`config.mk`:
```
export PLATFORM = sky130hd
export DESIGN_NAME = mul_div_unit
export DESIGN_NICKNAME = d
export VERILOG_FILES = /design/src/rtl/mul_div_unit_pkg.sv /design/src/rtl/mul_div_unit_div_iter.sv /design/src/rtl/mul_div_unit.sv
export SDC_FILE = /design/constraint.sdc
export NUM_CORES = 1
export LEC_CHECK = 0
export ABC_CLOCK_PERIOD_IN_PS = 7000
export CORE_MARGIN = 2
export CORE_UTILIZATION = 40
export CTS_BUF_LIST = sky130_fd_sc_hd__clkbuf_16
export CTS_CLUSTER_SIZE = 24
export DETAILED_ROUTE_END_ITERATION = 10
export PLACE_DENSITY = 0.72
export SLEW_MARGIN = 20
export SYNTH_ARGS = -nofsm -noshare
export SYNTH_HDL_FRONTEND = slang
export SYNTH_HIERARCHICAL = 1
export SYNTH_SLANG_ARGS = --single-unit
```
`constraint.sdc`:
```
create_clock -name clk -period 7 [get_ports clk]
set_clock_uncertainty 0.05 [all_clocks]
set_input_delay 1.75 -clock clk [delete_from_list [all_inputs] [get_ports clk]]
set_output_delay 1.75 -clock clk [all_outputs]
set_load 0.02 [all_outputs]
```
`src/rtl/mul_div_unit_pkg.sv`:
```
// Shared constants and types for the HI/LO multiply/divide unit.
//   - mul_control one-hot encodings, state and operation enums,
//     latched operation control struct, signed-magnitude helper.
package mul_div_unit_pkg;

  localparam int unsigned CNT_W = 5;
  localparam int unsigned MC_W  = 4;

  localparam logic [MC_W-1:0] MULT_MC  = 4'b0001;
  localparam logic [MC_W-1:0] MULTU_MC = 4'b0010;
  localparam logic [MC_W-1:0] DIV_MC   = 4'b0100;
  localparam logic [MC_W-1:0] DIVU_MC  = 4'b1000;

  typedef enum logic [1:0] {
    S_IDLE = 2'd0,
    S_CALC = 2'd1,
    S_FIX  = 2'd2
  } state_e;

  typedef enum logic [1:0] {
    OP_MULT  = 2'd0,
    OP_MULTU = 2'd1,
    OP_DIV   = 2'd2,
    OP_DIVU  = 2'd3
  } op_e;

  // Operation latched at start, consumed by the FIX step.
  typedef struct packed {
    op_e  op;
    logic neg_res;   // result (product / quotient) must be negated
    logic neg_rem;   // remainder takes a negative dividend's sign
  } op_ctl_t;

  // Magnitude of a 32-bit value; -2^31 maps to 2^31, exact in unsigned.
  function automatic logic [31:0] mag32(input logic [31:0] v, input logic is_signed);
    return (is_signed && v[31]) ? 32'(~v + 32'd1) : v;
  endfunction

endpackage

```
`src/rtl/mul_div_unit_div_iter.sv`:
```
// One restoring radix-2 divide step.
//   rem_i      : current partial remainder
//   shift_in_i : next dividend bit shifted into the remainder
//   divisor_i  : divisor magnitude
//   rem_o      : updated partial remainder
//   q_bit_o    : quotient bit produced by this step
module div_iter (
  input  logic [31:0] rem_i,
  input  logic        shift_in_i,
  input  logic [31:0] divisor_i,
  output logic [31:0] rem_o,
  output logic        q_bit_o
);

  logic [32:0] partial;
  logic [32:0] diff;

  // 33-bit subtract; a remainder that fits means the result is < divisor, so 32 bits suffice.
  always_comb begin
    partial = {rem_i, shift_in_i};
    diff    = partial - {1'b0, divisor_i};
    q_bit_o = (partial >= {1'b0, divisor_i});
    rem_o   = q_bit_o ? 32'(diff) : 32'(partial);
  end

endmodule

```
`src/rtl/mul_div_unit.sv`:
```
// Iterative HI/LO multiply/divide unit (MULT/MULTU/DIV/DIVU, MTHI/MTLO).
//   clk, rst         : clock, async active-high reset
//   in_valid/in_ready: operation handshake (in_ready = !busy)
//   mul_control      : one-hot op select {divu, div, multu, mult}
//   src_a, src_b     : rs / rt operands
//   flush            : abort in-flight operation
//   hi_we, lo_we     : MTHI / MTLO write enables with wdata
//   busy, done       : in-flight flag, one-cycle completion pulse
//   hi, lo           : architectural HI/LO registers
module mul_div_unit
  import mul_div_unit_pkg::*;
#(
  parameter int unsigned XLEN = 32,
  parameter int unsigned ITER = 32
) (
  input  logic            clk,
  input  logic            rst,
  input  logic            in_valid,
  output logic            in_ready,
  input  logic [3:0]      mul_control,
  input  logic [XLEN-1:0] src_a,
  input  logic [XLEN-1:0] src_b,
  input  logic            flush,
  input  logic            hi_we,
  input  logic            lo_we,
  input  logic [XLEN-1:0] wdata,
  output logic            busy,
  output logic            done,
  output logic [XLEN-1:0] hi,
  output logic [XLEN-1:0] lo
);

  localparam logic [CNT_W-1:0] CNT_LAST = CNT_W'(ITER - 1);

  state_e     state_q, state_d;
  op_ctl_t    ctl_q, ctl_d;
  logic [31:0] acc_hi_q, acc_hi_d;     // product high half / partial remainder
  logic [31:0] acc_lo_q, acc_lo_d;     // multiplier bits / dividend-then-quotient
  logic [31:0] operand_q, operand_d;   // multiplicand or divisor magnitude
  logic [31:0] dividend_q, dividend_d; // raw dividend for the divide-by-zero result
  logic [CNT_W-1:0] cnt_q, cnt_d;
  logic [31:0] hi_q, hi_d, lo_q, lo_d;
  logic        busy_q, busy_d;
  logic        done_q, done_d;

  logic        start;
  logic        is_signed;
  op_e         start_op;
  logic [32:0] mul_sum;
  logic [63:0] product;
  logic [31:0] quot_fix, rem_fix;
  logic [31:0] div_rem;
  logic        div_qbit;

  div_iter u_div_iter (
    .rem_i      (acc_hi_q),
    .shift_in_i (acc_lo_q[31]),
    .divisor_i  (operand_q),
    .rem_o      (div_rem),
    .q_bit_o    (div_qbit)
  );

  // Priority decode: mult > multu > div > divu.
  always_comb begin
    start_op  = OP_DIVU;
    is_signed = 1'b0;
    if (mul_control[0]) begin
      start_op  = OP_MULT;
      is_signed = 1'b1;
    end else if (mul_control[1]) begin
      start_op  = OP_MULTU;
    end else if (mul_control[2]) begin
      start_op  = OP_DIV;
      is_signed = 1'b1;
    end
  end

  assign start = (state_q == S_IDLE) && in_valid && !flush && (mul_control != 4'd0);

  // Next-state, datapath step and HI/LO update.
  always_comb begin
    state_d    = state_q;
    ctl_d      = ctl_q;
    acc_hi_d   = acc_hi_q;
    acc_lo_d   = acc_lo_q;
    operand_d  = operand_q;
    dividend_d = dividend_q;
    cnt_d      = cnt_q;
    hi_d       = hi_q;
    lo_d       = lo_q;
    done_d     = 1'b0;
    mul_sum    = {1'b0, acc_hi_q} + (acc_lo_q[0] ? {1'b0, operand_q} : 33'd0);
    product    = {acc_hi_q, acc_lo_q};
    quot_fix   = acc_lo_q;
    rem_fix    = acc_hi_q;

    case (state_q)
      S_IDLE: begin
        if (hi_we) hi_d = wdata;
        if (lo_we) lo_d = wdata;
        if (start) begin
          ctl_d.op      = start_op;
          ctl_d.neg_res = is_signed && (src_a[31] ^ src_b[31]);
          ctl_d.neg_rem = is_signed && src_a[31];
          acc_hi_d      = 32'd0;
          dividend_d    = src_a;
          cnt_d         = '0;
          if (start_op == OP_MULT || start_op == OP_MULTU) begin
            operand_d = mag32(src_a, is_signed);
            acc_lo_d  = mag32(src_b, is_signed);
          end else begin
            operand_d = mag32(src_b, is_signed);
            acc_lo_d  = mag32(src_a, is_signed);
          end
          state_d = S_CALC;
        end
      end

      S_CALC: begin
        if (flush) begin
          state_d = S_IDLE;
        end else begin
          if (ctl_q.op == OP_MULT || ctl_q.op == OP_MULTU) begin
            // Shift-add: carry and sum shift right into the 64-bit pair.
            acc_hi_d = mul_sum[32:1];
            acc_lo_d = {mul_sum[0], acc_lo_q[31:1]};
          end else begin
            acc_hi_d = div_rem;
            acc_lo_d = {acc_lo_q[30:0], div_qbit};
          end
          cnt_d = cnt_q + CNT_W'(1);
          if (cnt_q == CNT_LAST) state_d = S_FIX;
        end
      end

      S_FIX: begin
        if (flush) begin
          state_d = S_IDLE;
        end else begin
          if (ctl_q.op == OP_MULT || ctl_q.op == OP_MULTU) begin
            if (ctl_q.neg_res) product = 64'(~product + 64'd1);
            hi_d = product[63:32];
            lo_d = product[31:0];
          end else if (operand_q == 32'd0) begin
            hi_d = dividend_q;
            lo_d = 32'hFFFF_FFFF;
          end else begin
            if (ctl_q.neg_res) quot_fix = 32'(~acc_lo_q + 32'd1);
            if (ctl_q.neg_rem) rem_fix  = 32'(~acc_hi_q + 32'd1);
            hi_d = rem_fix;
            lo_d = quot_fix;
          end
          done_d  = 1'b1;
          state_d = S_IDLE;
        end
      end

      default: state_d = S_IDLE;
    endcase

    busy_d = (state_d != S_IDLE);
  end

  always_ff @(posedge clk or posedge rst) begin
    if (rst) begin
      state_q    <= S_IDLE;
      ctl_q      <= '0;
      acc_hi_q   <= 32'd0;
      acc_lo_q   <= 32'd0;
      operand_q  <= 32'd0;
      dividend_q <= 32'd0;
      cnt_q      <= '0;
      hi_q       <= 32'd0;
      lo_q       <= 32'd0;
      busy_q     <= 1'b0;
      done_q     <= 1'b0;
    end else begin
      state_q    <= state_d;
      ctl_q      <= ctl_d;
      acc_hi_q   <= acc_hi_d;
      acc_lo_q   <= acc_lo_d;
      operand_q  <= operand_d;
      dividend_q <= dividend_d;
      cnt_q      <= cnt_d;
      hi_q       <= hi_d;
      lo_q       <= lo_d;
      busy_q     <= busy_d;
      done_q     <= done_d;
    end
  end

  assign busy     = busy_q;
  assign done     = done_q;
  assign in_ready = !busy_q;
  assign hi       = hi_q;
  assign lo       = lo_q;

endmodule

```
==> qor.log, run 1 <==
[floorplan] effective utilization at floorplan 40.7%
[global_routing] largest net degree at the start of global routing 120
[yosys] most repeated cell in the gate-level netlist after synthesis sky130_fd_sc_hd__nand2_1
[floorplan] core footprint 43200 um2
[yosys] average instance area after synthesis 7.71 um2
[critical_path] highest fanout seen on the critical path 45
[hold_path] hold worst-path end hi[9]
[floorplan] number of ports placed on the die boundary 173
[finish] area delta synth->final 16.3%
[yosys] top cells by area, synth sky130_fd_sc_hd__dfrtp_1 29%, sky130_fd_sc_hd__nand2_1 7.0%, sky130_fd_sc_hd__o21ai_0 6.0%
[clocking] CTS resizes 0
[global_routing] number of antenna violations at the first check in global routing 0
[critical_path] category of the worst setup path capture point flop
[critical_path] Crit Path Category in2reg
[pwr] Power per Cell Area 372 nW/um2
[floorplan] row count 76
[yosys] flip-flop and latch count after synthesis 204
[detailed_routing] DRT iter0 DRCs 2067
[global_routing] global routing usage summed across all routing layers 28.3%
[clocking] CTS clk-pin slew, worst paths 0.06 ns
[hold_path] cell count of the worst hold path 2
[detailed_routing] detailed-route wire length 65700 um
[critical_path] setup slack of the worst register-to-register path 2.59 ns
[yosys] post-synthesis cell type count 90
[clocking] TritonCTS clock tree done
[yosys] sequential cell area fraction in the yosys report 29.1%
[finish] Util after Layout 47.3%
[outcome] status finished clean
[detailed_routing] WL per Instance 22.3 um
[hold_path] launch instance of the worst min-delay path hi[9]
[critical_path] Reg-to-Reg Start acc_hi_q[10]
[yosys] top flip-flop cell by instance count after synthesis sky130_fd_sc_hd__dfrtp_1
[yosys] share of cell area taken by muxes after synthesis 4.70%
[sta] setup violators final 0
[floorplan] Die H 214 um
[yosys] Synth Area in Compound Gates 23.5%
[hold_path] hold crit path type reg2reg
[clocking] cell at the root of the clock tree sky130_fd_sc_hd__clkbuf_16
[critical_path] crit path DAT 5.10 ns
[sta] final-layout setup total negative slack 0 ns
[placement] routability-driven placement congestion ratio 0.985
[global_routing] vias in the first global route 16400
[floorplan] overall die area 45600 um2
[yosys] Post-Synthesis Cells 2280
[detailed_routing] antenna-violating nets left 0
[yosys] cell area after synthesis 17600 um2
[detailed_routing] vias per cell 6.04
[detailed_routing] total number of vias 17800
[clocking] buffers from clock root to sink, at most 3
[finish] number of antenna cells inserted 0
[pwr] IR drop worst, VDD 0.000168 V
[yosys] fraction of the mapped netlist area in simple logic gates 22.7%
[detailed_routing] drc violations 0
[yosys] adder and majority cell fraction of the synthesized area 5.21%
[sta] final critical-path share of the clock period 67.8%
[yosys] top post-synthesis cells by count 328 x sky130_fd_sc_hd__nand2_1, 212 x sky130_fd_sc_hd__o21ai_0, 204 x sky130_fd_sc_hd__dfrtp_1, 189 x sky130_fd_sc_hd__nor2_1, 164 x sky130_fd_sc_hd__a21oi_1
[yosys] Post-synth EDFFs 0
[yosys] dominant combinational cell family by area after synthesis compound AO/OA/AOI/OAI gates
[critical_path] element type at the critical path start input pin
[sta] RSZ-0062 raised after global routing false
[clocking] post-CTS setup buffers 0
[floorplan] die width 214 um
[placement] total of buffers placed on input and output ports 172
[clocking] source-to-sink clock delay at the later pin of the worst-skew pair 0.54 ns
[yosys] post-synthesis async set-or-reset flop share 100%
[sta] Slew @ Worst Pin 1.16 ns
[flow_run] number of violations of the max-capacitance limit 0
[clocking] maximum level of the CTS H-tree 1
[placement] Placement Setup Slack 1.75 ns
[finish] filler cell count in the final layout 4304
[sta] hold violation count in the final report 0
[yosys] fraction of synthesized cell area taken by the top area cell type 29.1%
[yosys] yosys warns 6
[sta] Final Worst Setup Slack 2.25 ns
[yosys] Post-Synthesis Net Count 2458
[detailed_routing] detailed-routing iteration count for the pre-antenna-repair pass 6
[clocking] number of clock buffers inserted by TritonCTS 25
[pwr] leak pwr 8.63 nW
[clocking] sinks on the clock net 204
[global_routing] first-pass GRT wire length 99600 um
[yosys] xor/xnor cell area share of the yosys netlist 9.57%
[finish] Nets 2520
[critical_path] RR Endpoint acc_hi_q[13]
[sta] Final Slew Violations 0
[pwr] Design Power 7.59 mW
[critical_path] path depth of the worst reg2reg path 13
[sta] Slew HR 22.8%
[sta] time the final worst path needs with I/O delays and setup 4.75 ns
[clocking] hold-fix buffers at CTS 0
[placement] post-detail-place hpwl 50500 um
[global_routing] GRT overflow 0
[yosys] cell type contributing the most total cell area after synthesis sky130_fd_sc_hd__dfrtp_1
[finish] fraction of layout cells with a size suffix above 1 6.02%
[sta] timing-limited maximum frequency 211 MHz
[critical_path] Req. time, crit path 7.36 ns
-- through the flow --
stage | std cells | instance area, um2 | hold WS [ns]
6_report | 2944 | 20400 | 0.430
5_1_grt | 2944 | 20400 | 0.446
4_1_cts | 2944 | 20400 | 0.432
3_5_place_dp | 2900 | 19600 | 0.418
3_3_place_gp | 2900 | 19600 | 0.407
2_1_floorplan | 2280 | 17600 | 0.390
-- flip-flops by register name, summed over array words and instances (netlist names) --
name,flops
state_q,2
lo,32
acc_hi_q,32
cnt_q,5
done,1
dividend_q,32
busy,1
acc_lo_q,32
ctl_q,3
operand_q,32
hi,32
-- worst max path at each step --
stage	startpoint	endpoint	slack, ns	cells past startpoint
after detailed placement	flush	acc_lo_q[24]	1.75	8
after CTS	flush	acc_lo_q[24]	2.31	8
final	flush	acc_lo_q[24]	2.25	8
after floorplan	rst	acc_hi_q[0]	2.56	1
after global routing	flush	acc_lo_q[24]	1.97	8
after global placement	flush	acc_lo_q[24]	1.87	8
-- per-layer routing --
metal  share of wire [%]  GRT usage, %  vias up
met1                  43          40.7     8479
met5                   0             0        -
met3                  10          5.58      135
met2                  43          42.5      891
li1                    -             -     8265
met4                 3.9          9.46        0
-- area by class of cell --
class,count,area (um2),area share (%)
multi-input cells,1845,11600,56.6
clock inverters,19,196,0.961
flip-flops and latches,204,5110,25.0
inverters,69,263,1.29
well taps,585,732,3.58
clock buffers,25,626,3.06
repair buffers,197,1930,9.46
-- cells by family (layout without fill, tap and decap cells) --
family          Yosys count  in the layout
simple gates            839            839
compound gates          667            667
buf+inv                 231            310
flops                   204            204
xor+xnor                192            192
mux                      75             75
fa+ha+maj                72             72
-- cell usage in the layout (no fill, tap or decap), types with 29 or more instances in the layout --
master and count:
sky130_fd_sc_hd__xnor2_1 120, sky130_fd_sc_hd__o31ai_1 34, sky130_fd_sc_hd__a21o_1 33, sky130_fd_sc_hd__xor2_1 72, sky130_fd_sc_hd__nand2_1 328, sky130_fd_sc_hd__ha_1 70, sky130_fd_sc_hd__a21oi_1 163, sky130_fd_sc_hd__clkdlybuf4s50_1 172
sky130_fd_sc_hd__and2_1 40, sky130_fd_sc_hd__mux2i_1 42, sky130_fd_sc_hd__nand3_1 62, sky130_fd_sc_hd__a31oi_1 29, sky130_fd_sc_hd__o22ai_1 32, sky130_fd_sc_hd__nor2_1 187, sky130_fd_sc_hd__dfrtp_1 202, sky130_fd_sc_hd__inv_1 69
sky130_fd_sc_hd__nor3_1 53, sky130_fd_sc_hd__o21ai_0 212
-- worst max-delay path, stage by stage --
cell and delay [ns]:
sky130_fd_sc_hd__clkdlybuf4s50_1 0.71, sky130_fd_sc_hd__nor4b_1 0.81, sky130_fd_sc_hd__o31a_1 0.24, sky130_fd_sc_hd__buf_4 0.44, sky130_fd_sc_hd__nor2_2 0.09, sky130_fd_sc_hd__clkinv_1 0.52
sky130_fd_sc_hd__o21ai_0 0.20, sky130_fd_sc_hd__o32a_1 0.33
-- where the power goes --
group	internal [mW]	total [mW]	switching, mW
clock	0.793	1.33	0.534
combinational	1.79	4.14	2.35
sequential	1.46	2.13	0.671
total	4.04	7.59	3.55
(Power assumes the default switching activity.)
==> run 2: changes to the inputs <==
- ABC_CLOCK_PERIOD_IN_PS: 7000 -> 4700
- PLACE_DENSITY: 0.72 -> 0.69
- clock period: 7 -> 4.7 ns (I/O delays scaled with it)
==> qor.log, run 2 (synthesis gave the netlist of run 1 again) <==
[outcome] status finished clean
[global_routing] largest net degree at the start of global routing 75 [-38%]
[finish] fraction of layout cells with a size suffix above 1 7.24% [+1.2 points]
[flow_run] number of violations of the max-capacitance limit 0 [unchanged]
[critical_path] slowest stage cell on the critical path sky130_fd_sc_hd__dfrtp_1
[hold_path] hold crit path type reg2reg
[detailed_routing] WL per Instance 23.1 um [+3.3%]
[placement] routability-driven placement congestion ratio 0.965 [-2.0%]
[detailed_routing] total number of vias 18300 [+2.7%]
[critical_path] element type at the critical path start flop
[finish] Util after Layout 47.9% [+0.58 points]
[critical_path] longest individual stage delay on the worst path 0.90 ns [+0.09 ns]
[sta] Final Slew Violations 0 [unchanged]
[clocking] number of clock buffers inserted by TritonCTS 26 [+4.0%]
[global_routing] first-pass GRT wire length 102000 um [+2.4%]
[global_routing] vias in the first global route 16700 [+1.6%]
[sta] hold violation count in the final report 0 [unchanged]
[detailed_routing] antenna-violating nets left 0 [unchanged]
[floorplan] overall die area 45600 um2 [unchanged]
[clocking] CTS resizes 0 [unchanged]
[sta] Slew @ Worst Pin 1.08 ns [-0.0791 ns]
[global_routing] GRT overflow 0 [unchanged]
[critical_path] setup slack of the worst register-to-register path 0.53 ns [-2.06 ns]
[detailed_routing] vias per cell 6.13 [+1.6%]
[floorplan] core footprint 43200 um2 [unchanged]
[clocking] CTS clk-pin slew, worst paths 0.06 ns [about the same]
[critical_path] Crit path buffers/inverters 1 [-2]
[clocking] buffers from clock root to sink, at most 3 [unchanged]
[critical_path] crit path DAT 4.54 ns [-0.56 ns]
[critical_path] library cell appearing most often on the critical path sky130_fd_sc_hd__nor4b_1
[floorplan] row count 76 [unchanged]
[sta] Final Worst Setup Slack 0.525 ns [-1.73 ns]
[sta] time the final worst path needs with I/O delays and setup 4.17 ns
[floorplan] effective utilization at floorplan 40.7% [unchanged]
[floorplan] number of ports placed on the die boundary 173 [unchanged]
[clocking] post-CTS setup buffers 0 [unchanged]
[detailed_routing] drc violations 0 [unchanged]
[clocking] cell at the root of the clock tree sky130_fd_sc_hd__clkbuf_16
[placement] total of buffers placed on input and output ports 172 [unchanged]
[sta] final-layout setup total negative slack 0 ns [unchanged]
[finish] Nets 2548 [+1.1%]
[floorplan] die width 214 um [unchanged]
[floorplan] Die H 214 um [unchanged]
[sta] timing-limited maximum frequency 240 MHz
[detailed_routing] DRT iter0 DRCs 2384 [+15%]
[critical_path] Req. time, crit path 5.07 ns [-2.29 ns]
[finish] most frequent standard cell in the layout excluding fill and tap cells sky130_fd_sc_hd__nand2_1
[critical_path] category of the worst setup path capture point flop
[sta] RSZ-0062 raised after global routing false
[placement] post-detailed-placement cell area 19800 um2 [+1.2%]
[placement] Placement Setup Slack 0.389 ns [-1.36 ns]
[clocking] hold-fix buffers at CTS 0 [unchanged]
[critical_path] cell family contributing the most delay on the critical path compound AO/OA/AOI/OAI gates
[sta] setup violators final 0 [unchanged]
[placement] post-detail-place hpwl 52800 um [+4.5%]
[detailed_routing] detailed-routing iteration count for the pre-antenna-repair pass 6 [unchanged]
[global_routing] number of antenna violations at the first check in global routing 0 [unchanged]
[clocking] maximum level of the CTS H-tree 1 [unchanged]
[pwr] IR drop worst, VDD 0.000295 V [+75%]
[sta] Slew HR 27.9% [+5.1 points]
[sta] final critical-path share of the clock period 88.8%
[clocking] sinks on the clock net 204 [unchanged]
[finish] final instance area 20700 um2 [+1.2%]
[clocking] TritonCTS clock tree done
[finish] commonest cells after routing, fill and taps aside 328 x sky130_fd_sc_hd__nand2_1, 212 x sky130_fd_sc_hd__o21ai_0, 202 x sky130_fd_sc_hd__dfrtp_1, 187 x sky130_fd_sc_hd__nor2_1, 172 x sky130_fd_sc_hd__clkdlybuf4s50_1
[critical_path] highest fanout seen on the critical path 22 [-51%]
[global_routing] global routing usage summed across all routing layers 29.3% [+0.97 points]
[pwr] leak pwr 8.77 nW [+1.7%]
[detailed_routing] detailed-route wire length 68600 um [+4.4%]
[critical_path] ordered cell list for the critical path and2_1 -> ha_1 -> a211oi_1 -> nor4b_1 -> nor4b_1 -> buf_4 -> o2111ai_1 -> a41oi_1 -> a21boi_0 -> xor2_1 -> o21ai_0
[pwr] Power per Cell Area 556 nW/um2 [+50%]
[critical_path] Crit Path Category reg2reg
[finish] area delta synth->final 17.8%
[clocking] source-to-sink clock delay at the later pin of the worst-skew pair 0.56 ns [+0.02 ns]
-- run 2: cell count changes in the layout (fill, tap and decap cells not counted), moves of 2 or more --
cell / previous run / this run
sky130_fd_sc_hd__clkinv_1: 6 / 4
sky130_fd_sc_hd__bufinv_16: 4 / 2
sky130_fd_sc_hd__buf_12: 2 / 4
sky130_fd_sc_hd__clkbuf_16: 25 / 27
sky130_fd_sc_hd__buf_4: 23 / 48
sky130_fd_sc_hd__clkinvlp_4: 4 / 8
-- run 2: worst paths after layout --
kind,cells after the start,startpoint,endpoint
max in group asynchronous,3,rst,ctl_q[3]
hold / removal,2,dividend_q[3],dividend_q[3]
min in group asynchronous,2,rst,lo[1]
setup / recovery,11,acc_lo_q[0],acc_hi_q[28]
setup reg to reg,11,acc_lo_q[0],acc_hi_q[28]
hold reg to reg,2,dividend_q[3],dividend_q[3]
-- run 2: per-stage QoR --
step | hold slack (ns) | total power [mW] | std cells
after floorplan | 0.390 | 7.39 | 2280
after global routing | 0.442 | 12.2 | 2974
after detailed placement | 0.409 | 9.31 | 2927
after global placement | 0.408 | 9.19 | 2927
after CTS | 0.423 | 11.3 | 2974
final | 0.421 | 11.5 | 2975
-- run 2: cell type report --
class                           instances  area [um2]
Antenna cell                            1        2.50
Clock buffer                           27         676
Clock inverter                         20         165
Fill cell                            4295       22500
Inverter                               69         263
Multi-Input combinational cell       1845       11600
Sequential cell                       204        5110
Tap cell                              585         732
Timing Repair Buffer                  224        2160
-- run 2: where the power goes --
part           switching, mW  total (mW)  internal [mW]
clock network          0.843        1.99           1.15
registers              0.939        3.11           2.17
logic                   3.63        6.40           2.77
total                   5.41        11.5           6.09
-- run 2: tightest hold or removal path, cell delays in order (launching register included) --
cell	delay [ns]
sky130_fd_sc_hd__dfrtp_1	0.34
sky130_fd_sc_hd__nand2_1	0.05
sky130_fd_sc_hd__nand2_1	0.05
-- run 2: metal layers --
metal / vias to the layer above / share of wire [%] / GRT usage, %
met2: 1004 / 42 / 43.2
met5: - / 0 / 0
li1: 8320 / - / -
met1: 8756 / 43 / 41.6
met3: 171 / 9.6 / 5.05
met4: 0 / 5.1 / 13.7
==> run 3: changes to the inputs <==
- GPL_ROUTABILITY_DRIVEN: default -> 0
==> qor.log, run 3 (synthesis gave the netlist of run 1 again) <==
[global_routing] global-route track usage on met2 42.9% [-0.35 points]
[clocking] sinks on the clock net 204 [unchanged]
[pwr] leak pwr 8.70 nW [-0.78%]
[critical_path] highest fanout seen on the critical path 21 [-4.5%]
[pwr] IR drop worst, VDD 0.000269 V [-8.9%]
[sta] final-layout setup total negative slack 0 ns [unchanged]
[sta] Slew @ Worst Pin 1.12 ns [+0.0419 ns]
[critical_path] Crit Path Category reg2reg
[sta] Final Slew Violations 0 [unchanged]
[finish] final cell count without fillers 2961 [-0.47%]
[critical_path] library cell appearing most often on the critical path sky130_fd_sc_hd__nor4b_1
[global_routing] GR met1 Demand/Resource 39.8% [-1.8 points]
[detailed_routing] detailed-route wire length 65600 um [-4.4%]
[global_routing] met3 global-route usage 5.10% [+0.044 points]
[floorplan] row count 76 [unchanged]
[clocking] post-CTS setup buffers 0 [unchanged]
[critical_path] element type at the critical path start flop
[clocking] hold-fix buffers at CTS 0 [unchanged]
[floorplan] die width 214 um [unchanged]
[sta] time the final worst path needs with I/O delays and setup 4.10 ns [-0.0789 ns]
[sta] Slew HR 25.3% [-2.6 points]
[finish] commonest cells after routing, fill and taps aside 328 x sky130_fd_sc_hd__nand2_1, 212 x sky130_fd_sc_hd__o21ai_0, 202 x sky130_fd_sc_hd__dfrtp_1, 187 x sky130_fd_sc_hd__nor2_1, 172 x sky130_fd_sc_hd__clkdlybuf4s50_1
[sta] setup violators final 0 [unchanged]
[critical_path] slowest stage cell on the critical path sky130_fd_sc_hd__dfrtp_1
[finish] number of antenna cells inserted 0 [-1]
[critical_path] ordered cell list for the critical path and2_1 -> ha_1 -> a211oi_1 -> nor4b_1 -> nor4b_1 -> buf_4 -> o2111ai_1 -> a41oi_1 -> a21boi_0 -> xor2_1 -> o21ai_0
[critical_path] Req. time, crit path 5.02 ns [-0.05 ns]
[critical_path] crit path DAT 4.42 ns [-0.12 ns]
[placement] post-detail-place hpwl 50700 um [-4.1%]
[finish] Util after Layout 47.6% [-0.34 points]
[finish] fraction of layout cells with a size suffix above 1 6.73% [-0.51 points]
[critical_path] path depth of the worst reg2reg path 11 [unchanged]
[clocking] buffers from clock root to sink, at most 3 [unchanged]
[finish] filler cell count in the final layout 4251 [-1.0%]
[floorplan] core footprint 43200 um2 [unchanged]
[finish] area delta synth->final 16.9%
[placement] total of buffers placed on input and output ports 172 [unchanged]
[critical_path] longest individual stage delay on the worst path 1.08 ns [+0.18 ns]
[detailed_routing] total number of vias 18200 [-0.35%]
[clocking] source-to-sink clock delay at the later pin of the worst-skew pair 0.52 ns [-0.04 ns]
[sta] RSZ-0062 raised after global routing false
[clocking] number of clock buffers inserted by TritonCTS 23 [-12%]
[detailed_routing] WL per Instance 22.1 um [-4.0%]
[floorplan] effective utilization at floorplan 40.7% [unchanged]
[global_routing] number of antenna violations at the first check in global routing 2 [+2]
[placement] number of placed cells counting well taps 2920 [-0.24%]
[pwr] Design Power 11.3 mW [-1.9%]
[clocking] maximum level of the CTS H-tree 1 [unchanged]
[sta] final hold slack 0.428 ns [+0.00650 ns]
[sta] hold violation count in the final report 0 [unchanged]
[sta] timing-limited maximum frequency 244 MHz [+1.9%]
[finish] most frequent standard cell in the layout excluding fill and tap cells sky130_fd_sc_hd__nand2_1
[flow_run] number of violations of the max-capacitance limit 0 [unchanged]
[hold_path] cell count of the worst hold path 2 [unchanged]
[sta] final critical-path share of the clock period 87.1% [-1.7 points]
[detailed_routing] antenna-violating nets left 0 [unchanged]
[global_routing] vias in the first global route 16800 [+0.75%]
[clocking] CTS resizes 0 [unchanged]
[floorplan] Die H 214 um [unchanged]
[detailed_routing] detailed-routing iteration count for the pre-antenna-repair pass 5 [-1]
[hold_path] hold crit path type reg2reg
[floorplan] overall die area 45600 um2 [unchanged]
[clocking] CTS clk-pin slew, worst paths 0.06 ns [about the same]
[floorplan] number of ports placed on the die boundary 173 [unchanged]
[global_routing] global routing usage summed across all routing layers 28.1% [-1.2 points]
[pwr] Power per Cell Area 549 nW/um2 [-1.2%]
[clocking] cell at the root of the clock tree sky130_fd_sc_hd__clkbuf_16
[outcome] status finished clean
[detailed_routing] drc violations 0 [unchanged]
[global_routing] largest net degree at the start of global routing 83 [+11%]
[critical_path] category of the worst setup path capture point flop
[global_routing] GRT Max-Usage Layer met2
[clocking] TritonCTS clock tree done
[global_routing] GRT overflow 0 [unchanged]
[global_routing] first-pass GRT wire length 99100 um [-2.8%]
[detailed_routing] vias per cell 6.14 [+0.12%]
[detailed_routing] DRT iter0 DRCs 2284 [-4.2%]
[finish] Nets 2538 [-0.39%]
## run 3: cell types whose count changed in the layout (fill, tap and decap cells not counted), moves of 2 or more
cell and delta:
sky130_fd_sc_hd__clkbuf_16 -4, sky130_fd_sc_hd__clkinv_1 +2, sky130_fd_sc_hd__clkinvlp_4 -5, sky130_fd_sc_hd__buf_4 -7
## run 3: critical path: cells and delay by family (launching register included)
kind | cells | cell delay, ns
adder cells (fa/ha/maj) | 1 | 0.26
AND/OR/NAND/NOR | 3 | 0.77
flip-flops | 1 | 1.08
buffers and inverters | 1 | 0.21
AO/OA/AOI/OAI | 5 | 1.39
XOR/XNOR | 1 | 0.18
## run 3: area by class of cell
class                      count  area (um2)  area share [%]
clock buffer                  23         576            2.80
clock inverter                18         168           0.816
inverter                      69         263            1.28
multi-input combinational   1845       11600            56.4
sequential                   204        5110            24.9
tap                          585         732            3.56
timing repair buffer         217        2110            10.3
## run 3: path summary, 6_finish.rpt
kind	start	end	slack, ns
max in group asynchronous	rst	acc_hi_q[6]	2.60
max	acc_lo_q[0]	acc_hi_q[28]	0.60
min	dividend_q[28]	dividend_q[28]	0.43
max reg2reg	acc_lo_q[0]	acc_hi_q[28]	0.60
min reg2reg	dividend_q[28]	dividend_q[28]	0.43
min in group asynchronous	rst	lo[8]	1.10
## run 3: per-layer routing
metal  share of wire, %  up-vias
li1                   -     8305
met1                 41     8676
met2                 43     1048
met3                 11      156
met4                4.3        2
met5              0.020        -
## run 3: stage by stage
step	worst slack, ns	area (um2)
detailed placement	0.404	19800
global route	0.302	20500
floorplan	0.831	17600
finish	0.604	20500
global placement	0.451	19800
CTS	0.701	20500
## run 3: power by group
part	total, mW	switching, mW	internal, mW
clock network	1.82	0.766	1.06
registers	3.13	0.959	2.17
logic	6.33	3.60	2.74
total	11.3	5.32	5.96
==> patch: new RTL, settings of run 2 <==
The package constant `CNT_W` goes from 5 to 10.
--- a/src/rtl/mul_div_unit_pkg.sv
+++ b/src/rtl/mul_div_unit_pkg.sv
@@ -3,7 +3,7 @@
 //     latched operation control struct, signed-magnitude helper.
 package mul_div_unit_pkg;
 
-  localparam int unsigned CNT_W = 5;
+  localparam int unsigned CNT_W = 10;
   localparam int unsigned MC_W  = 4;
 
   localparam logic [MC_W-1:0] MULT_MC  = 4'b0001;
Check against the original RTL: no difference found for any inputs over 4 cycles, from zero or initial values and one cycle with rst high; that may be too few to reach the edited logic, so the function may still have changed.
==> patch against run 2 <==
- critical path depth increased by 3
- hold slack improved by 0.011 ns
- power increased by 7.8%
- sequential cell count increased by 5
- clock power up 4%
- wire length grew 3.0%
- non-clock buffer count increased by 17
- area after synthesis barely moved
- setup slack gained 0.16 ns
- synthesized cell count is 1.3% lower
- sequential share of layout area increased by 0.34 points
- utilization is 0.40 points higher
- cell area grew 1.1%
- critical path type unchanged
- largest power group unchanged
==> patch: results (changes against run 2) <==
| Metric | Value |
|---|---|
| Synthesized instance count | `2250 (was 2280)` |
| Placer Congestion | `1.007 (was 0.9647)` |
| First-iteration detailed-routing DRC count | `2315 (was 2384)` |
| Worst-margin pin slew | `1.199 ns (was 1.079 ns)` |
| Crit path from | `acc_lo_q[31] (was acc_lo_q[0])` |
| Post-DP HPWL | `54260 um (was 52820 um)` |
| Cell variety after synth | `93 (was 90)` |
| Placed Cells | `2929 (was 2927)` |
| Met3 Use GR | `6.722% (was 5.053%)` |
| Dpl ws | `0.5794 ns (was 0.3888 ns)` |
| Final nets | `2549 (was 2548)` |
| Vias in the first global route | `17070 (was 16690)` |
| R2R cell count | `14 (was 11)` |
| Status | `complete, no violations (unchanged)` |
| Reg-to-reg endpoint | `acc_hi_q[30] (was acc_hi_q[28])` |
| Largest net degree at the start of global routing | `104 (was 75)` |
| First-pass GRT wire length | `105100 um (was 101900 um)` |
| Switching pwr | `0.005893 W (was 0.005413 W)` |
| Worst skew pair latency | `0.58 ns (was 0.56 ns)` |
| Filler cells | `4174 (was 4295)` |
| Via count | `18410 (was 18250)` |
| Max FO, Critical Path | `5 (was 22)` |
| Logic power comb | `0.00733 W (was 0.00640 W)` |
| Routing usage on met1 | `41.53% (was 41.63%)` |
| Synth top area cells | `dfrtp_1 30%, nand2_1 6.8%, o21ai_0 6.1% (was dfrtp_1 29%, nand2_1 7.0%, o21ai_0 6.0%)` |
==> patch: changes by cell type after synthesis, sizes merged, moves of 10 or more <==
cell | run 2 | this run
o221ai | 10 | 20
clkbuf | 140 | 127
xnor2 | 120 | 110
nor2 | 189 | 170
a21oi | 165 | 184
==> patch: layout make-up <==
type,count,area [um2],share of cell area (%)
multi-input combinational,1824,11520,55.12
timing repair buffer,241,2302,11.01
inverter,70,266.5,1.275
clock inverter,19,197.7,0.9455
clock buffer,26,650.6,3.112
sequential,209,5235,25.04
tap,585,732.0,3.501
==> patch: cell families after synthesis <==
logic type               Yosys count  synth area share [%]
AND/OR/NAND/NOR                  813                 22.41
AO/OA/AOI/OAI                    681                 23.94
buffers and inverters            217                 4.904
flip-flops                       209                 29.75
XOR/XNOR                         184                 9.168
multiplexers                      75                 4.684
adder cells (fa/ha/maj)           71                 5.139
==> patch: routing by layer <==
layer / part of all wire (%) / vias up
met2: 43 / 1037
li1: - / 8308
met4: 5.7 / 0
met5: 0 / -
met3: 11 / 194
met1: 41 / 8867
